**src/rtl/piggy_pkg.sv**
```systemverilog
// Shared constants and edge encoding for the piggy input front end.
// Downstream coin logic decodes debounced edges through piggy_edge_e.
package piggy_pkg;

  localparam int PIGGY_N_CH       = 8;
  localparam int PIGGY_SAMPLE_DIV = 1000;
  localparam int PIGGY_STABLE_CNT = 4;

  typedef enum logic [1:0] {
    EDGE_NONE = 2'b00,
    EDGE_RISE = 2'b01,
    EDGE_FALL = 2'b10
  } piggy_edge_e;

  // Counter width that still holds values 0..n-1, never narrower than one bit.
  function automatic int piggy_w(input int n);
    return (n > 1) ? $clog2(n) : 1;
  endfunction

  function automatic piggy_edge_e piggy_edge_of(input logic rise, input logic fall);
    if (rise)      return EDGE_RISE;
    else if (fall) return EDGE_FALL;
    else           return EDGE_NONE;
  endfunction

endpackage

```
**src/rtl/piggy_sync2.sv**
```systemverilog
// Parameterized-width two-flop synchronizer for asynchronous button/coin inputs.
module piggy_sync2 #(
  parameter int W = 1
) (
  input  logic         clk,
  input  logic         rst,
  input  logic [W-1:0] i_d,
  output logic [W-1:0] o_q
);

  logic [W-1:0] r_meta;
  logic [W-1:0] r_sync;

  always_ff @(posedge clk) begin
    if (rst) begin
      r_meta <= '0;
      r_sync <= '0;
    end else begin
      r_meta <= i_d;
      r_sync <= r_meta;
    end
  end

  assign o_q = r_sync;

endmodule

```
**src/rtl/piggy_deb_scheduler.sv**
```systemverilog
// Time-multiplexed debouncer: one prescaler and one round-robin pointer serve all
// channels; each slot evaluates a single channel through one shared comparator.
module piggy_deb_scheduler
  import piggy_pkg::*;
#(
  parameter int N_CH       = PIGGY_N_CH,
  parameter int SAMPLE_DIV = PIGGY_SAMPLE_DIV,
  parameter int STABLE_CNT = PIGGY_STABLE_CNT
) (
  input  logic                    clk,
  input  logic                    rst,
  input  logic [N_CH-1:0]         raw_in,
  input  logic                    scan_en,
  input  logic [N_CH-1:0]         ch_mask,
  output logic [N_CH-1:0]         db_out,
  output logic [N_CH-1:0]         rise_pulse,
  output logic [N_CH-1:0]         fall_pulse,
  output logic                    slot_valid,
  output logic [$clog2(N_CH)-1:0] slot_ch
);

  localparam int PTR_W = $clog2(N_CH);
  localparam int PRE_W = piggy_w(SAMPLE_DIV);
  localparam int CNT_W = piggy_w(STABLE_CNT);

  localparam logic [PRE_W-1:0] PRE_RELOAD = PRE_W'(SAMPLE_DIV - 1);
  localparam logic [PTR_W-1:0] PTR_LAST   = PTR_W'(N_CH - 1);
  localparam logic [CNT_W-1:0] CNT_LIMIT  = CNT_W'(STABLE_CNT - 1);

  logic [N_CH-1:0]             w_sync;
  logic [PRE_W-1:0]            r_pre;
  logic [PTR_W-1:0]            r_ptr;
  logic [N_CH-1:0][CNT_W-1:0]  r_cnt;
  logic [N_CH-1:0]             r_db;
  logic [N_CH-1:0]             r_rise;
  logic [N_CH-1:0]             r_fall;
  logic                        r_slot_valid;
  logic [PTR_W-1:0]            r_slot_ch;

  logic                        w_tick;
  logic                        w_svc;
  logic                        w_sel_sync;
  logic                        w_sel_db;
  logic [CNT_W-1:0]            w_sel_cnt;
  logic                        w_differ;
  logic                        w_at_limit;
  logic                        w_flip;
  logic [CNT_W-1:0]            w_cnt_nxt;
  logic [PTR_W-1:0]            w_ptr_nxt;
  logic [PRE_W-1:0]            w_pre_nxt;

  piggy_sync2 #(.W(N_CH)) u_sync (
    .clk (clk),
    .rst (rst),
    .i_d (raw_in),
    .o_q (w_sync)
  );

  // Single mux on the slot pointer feeds the shared compare/increment path.
  assign w_sel_sync = w_sync[r_ptr];
  assign w_sel_db   = r_db[r_ptr];
  assign w_sel_cnt  = r_cnt[r_ptr];

  assign w_tick     = scan_en & (r_pre == '0);
  assign w_svc      = w_tick & ch_mask[r_ptr];
  assign w_differ   = w_sel_sync ^ w_sel_db;
  assign w_at_limit = (w_sel_cnt == CNT_LIMIT);
  assign w_flip     = w_svc & w_differ & w_at_limit;
  assign w_cnt_nxt  = (w_differ & ~w_at_limit) ? (w_sel_cnt + CNT_W'(1)) : '0;
  assign w_ptr_nxt  = (r_ptr == PTR_LAST) ? '0 : (r_ptr + PTR_W'(1));
  assign w_pre_nxt  = w_tick ? PRE_RELOAD : (r_pre - PRE_W'(1));

  always_ff @(posedge clk) begin
    if (rst) begin
      r_pre        <= PRE_RELOAD;
      r_ptr        <= '0;
      r_cnt        <= '0;
      r_db         <= '0;
      r_rise       <= '0;
      r_fall       <= '0;
      r_slot_valid <= 1'b0;
      r_slot_ch    <= '0;
    end else begin
      r_rise       <= '0;
      r_fall       <= '0;
      r_slot_valid <= w_tick;
      if (scan_en) begin
        r_pre <= w_pre_nxt;
      end
      // A masked slot still advances the pointer so the revisit period never changes.
      if (w_tick) begin
        r_ptr     <= w_ptr_nxt;
        r_slot_ch <= r_ptr;
      end
      if (w_svc) begin
        r_cnt[r_ptr] <= w_cnt_nxt;
        if (w_flip) begin
          r_db[r_ptr]   <= ~w_sel_db;
          r_rise[r_ptr] <= ~w_sel_db;
          r_fall[r_ptr] <= w_sel_db;
        end
      end
    end
  end

  assign db_out     = r_db;
  assign rise_pulse = r_rise;
  assign fall_pulse = r_fall;
  assign slot_valid = r_slot_valid;
  assign slot_ch    = r_slot_ch;

endmodule

```
**config.mk**
```make
export PLATFORM = sky130hd
export DESIGN_NAME = piggy_deb_scheduler
export DESIGN_NICKNAME = d
export VERILOG_FILES = /design/src/rtl/piggy_pkg.sv /design/src/rtl/piggy_sync2.sv /design/src/rtl/piggy_deb_scheduler.sv
export SDC_FILE = /design/constraint.sdc
export NUM_CORES = 1
export LEC_CHECK = 0
export BUFFER_PORTS_ARGS = -buffer_cell sky130_fd_sc_hd__buf_2
export CAP_MARGIN = 30
export CORE_AREA = 10 10 90 92
export DETAILED_ROUTE_END_ITERATION = 8
export DIE_AREA = 0 0 100 102
export PLACE_DENSITY = 0.74
export SLEW_MARGIN = 0
export SYNTH_ARGS = -nofsm -noshare
export SYNTH_HDL_FRONTEND = slang
export SYNTH_HIERARCHICAL = 1
export SYNTH_SLANG_ARGS = --single-unit
export TNS_END_PERCENT = 1
```
**constraint.sdc**
```tcl
create_clock -name clk -period 2.3 [get_ports clk]
set_input_delay 0.46 -clock clk [delete_from_list [all_inputs] [get_ports clk]]
set_output_delay 0.46 -clock clk [all_outputs]
set_load 0.03 [all_outputs]
```
==> key figures <==
Run status
  • Status: complete, no violations

Synthesis
  • Synth warn: 6
  • Most used DFF post-synth: dfxtp_1
  • Leading cell types by count after synthesis: dfxtp_1 (73), nand2_1 (36), mux2i_1 (22)
  • Gate Count Post-Synth: 309
  • Post-synth EDFFs: 0
  • Post-synth top area share: 0.4657
  • Top-count cell post-synth: dfxtp_1
  • Synth cell types: 46
  • Post-synthesis sequential area ratio: 0.4657
  • Synth area leaders: dfxtp_1 (47%), mux2i_1 (7.0%), nand2_1 (4.3%)
  • Post-synthesis register bit count: 73
  • Synthesized area: roughly 0.0031 mm²
  • Syn nets: about 330
  • Fraction of registers with async set/reset: 0
  • Syn_area_per_cell: 10.16 µm²
  • Yosys top cell by area: dfxtp_1

Placed design
  • # placed instances: ~430
  • Buffers on Ports: 46
  • Dpl ws: roughly 7.3 ps
  • Post-DP HPWL: 4.882 mm
  • GP Congestion: approximately 0.83
  • DP Area: around 0.0035 mm²

Power
  • Total Power: between 2 and 3 mW
  • Lkg Pwr: approximately 1.7 nW
  • Power Density: about 650 mW/mm²
  • VDD IR max: 0.3811 mV

GRT
  • Initial antenna violation count: 0
  • Remaining Overflow, GRT: 0
  • Vias in the first global route: between 2000 and 2500
  • Total track usage: 0.1364
  • Pin count of the biggest net entering global routing: 31
  • First-pass GRT wire length: 11.16 mm

Timing
  • Worst-Margin Slew: 581.0 ps
  • Final worst setup slack: 121.1 ps
  • Slew HR: 0.6097
  • Final hold violations: 0
  • FMAX: around 460 MHz
  • RSZ-0062 raised after global routing: false
  • Final setup fails: 0
  • Setup TNS: 0 ps
  • Tcrit/Tclk final: 0.9473
  • Clock Skew: around 11 ps
  • Tmin final: approximately 2200 ps
  • Pins Over Slew Limit: 0

Job
  • Max-cap violations: 0

Floorplanning
  • I/O pin cnt: 47
  • Core area: roughly 0.0063 mm²
  • Die width: ~100 µm
  • Die Height: a little over 100 µm
  • Die area: 0.01020 mm²
  • Row count: 29
  • Initial core utilization: 0.4999

Clocking
  • Clock root buffer: clkbuf_8
  • CTS clk-pin slew, worst paths: about 80 ps
  • CTS tree: done
  • Clock buffer count from CTS: 9
  • H-tree depth reported by CTS: 3
  • Cts hold-fix bufs: 0
  • Clk Latency, worst-skew pair: 350 ps
  • CTS Sinks: 73
  • Deepest clock path buffer count: 2

Worst setup path
  • WS Path Type: register to register
  • Crit-path cells: buf_12, mux4_2, mux2i_4, buf_12, or4b_4, nor3_2
  • Crit. End Element: register
  • CP startpoint kind: register
  • Most used cell, CP: buf_12
  • CP arrival: between 2000 and 2500 ps
  • Worst-path maximum fanout: 23
  • CP peak stage delay: 550 ps
  • Worst EP required: ~2600 ps
  • Slowest-stage cell, CP: mux4_2

Hold path
  • Worst hold path type: input pin to register

Detailed routing
  • First DRT Iteration DRCs: around 120
  • Via density: between 5 and 6
  • # DRC: 0
  • Drt first pass iters: 4
  • Routed len/inst: ~15 µm
  • Routed wire length: about 6.8 mm
  • Via count: approximately 2400
  • Final ANT Viol Nets: 0

Final layout
  • Area delta synth->final: 24.60%
  • Nets@finish: between 300 and 400
  • Fill cells: 513
  • Reg area: between 0.001 and 0.0015 mm²
  • Non-Filler Instances: between 400 and 500
  • Multi-input gate area: 0.001643 mm²
  • Post-route cell area: between 0.003 and 0.004 mm²
  • # diodes: 0
  • Layout cell share with drive strength beyond 1: 0.3493
==> metrics by stage <==
step	util	hold WS [ps]
2_1_floorplan	-	414.8
3_3_place_gp	0.5639	419.0
3_5_place_dp	0.5639	423.3
4_1_cts	0.6020	310.2
5_1_grt	0.6229	307.4
6_report	0.6229	321.2
==> sequential cells by signal, summed over array words and instances, names as in the netlist <==
signal         count
r_cnt             16
u_sync/r_meta      8
r_ptr              3
rise_pulse         8
r_pre             10
slot_ch            3
fall_pulse         8
db_out             8
slot_valid         1
u_sync/o_q         8
==> path summary, 6_finish.rpt <==
kind,start,to,slack (ps),cells past startpoint
worst min register to register,u_sync/r_meta[4],u_sync/o_q[4],440,1
worst max register to register,r_ptr[0],rise_pulse[4],120,6
worst min-delay path,raw_in[6],u_sync/r_meta[6],320,2
worst max-delay path,r_ptr[0],rise_pulse[4],120,6
==> logic make-up (layout without fill, tap and decap cells) <==
kind of cell    count (synthesis)  count (layout)  synth area share
compound gates                 31              31           0.06978
mux                            31              31            0.1276
flops                          73              73            0.4657
buf+inv                        23              88           0.03668
simple gates                  137             137            0.2492
xor+xnor                        9              10           0.03110
fa+ha+maj                       5               5           0.01994
==> timing repair <==
action                     CTS  global route
cloned                       0             1
resized for setup            3            11
pin swaps                    0             1
setup endpoints to repair   12            40
setup buffers                0             5
==> per-layer routing <==
| metal | GRT usage | up-vias | share of wire |
|---|---|---|---|
| li1 | - | 1190 | - |
| met1 | 0.1687 | 1122 | 0.45 |
| met2 | 0.2036 | 60 | 0.46 |
| met3 | 0.04926 | 15 | 0.072 |
| met4 | 0.07391 | 0 | 0.022 |
| met5 | 0 | - | 0 |
==> area by class of cell <==
cell class                 instances  share of cell area
multi-input combinational        214              0.4202
sequential                        73              0.3744
timing repair buffer              71              0.1197
clock buffer                       9             0.03168
clock inverter                     6             0.02752
tap                               77             0.02464
inverter                           2            0.001920
==> critical path, delay by kind of cell, from the launching register on <==
| family | cells | cell delay, ps |
|---|---|---|
| buf+inv | 2 | 310 |
| mux | 2 | 730 |
| flops | 1 | 360 |
| simple gates | 2 | 710 |
==> placed cells by master (no fill, tap or decap), types with 5 or more instances in the layout <==
cell,synthesis,routed
nor2b_2,7,9
dfxtp_1,73,71
nor2b_1,7,5
and2b_2,6,6
clkbuf_8,0,9
a211oi_1,8,8
nor2_1,20,19
mux4_2,5,5
a21oi_1,7,7
buf_4,1,21
nor3_1,8,8
mux2i_1,22,22
nand2b_1,19,18
a41oi_1,8,8
nand2_1,36,35
buf_2,2,46
nand3_1,5,5
==> power by group <==
| group | switching, mW | internal (mW) | total, mW |
|---|---|---|---|
| Sequential | 0.00554 | 1.28 | 1.29 |
| Clock | 0.461 | 0.710 | 1.17 |
| Combinational | 0.0431 | 0.0481 | 0.0912 |
Power figures use the tool's default switching activity.
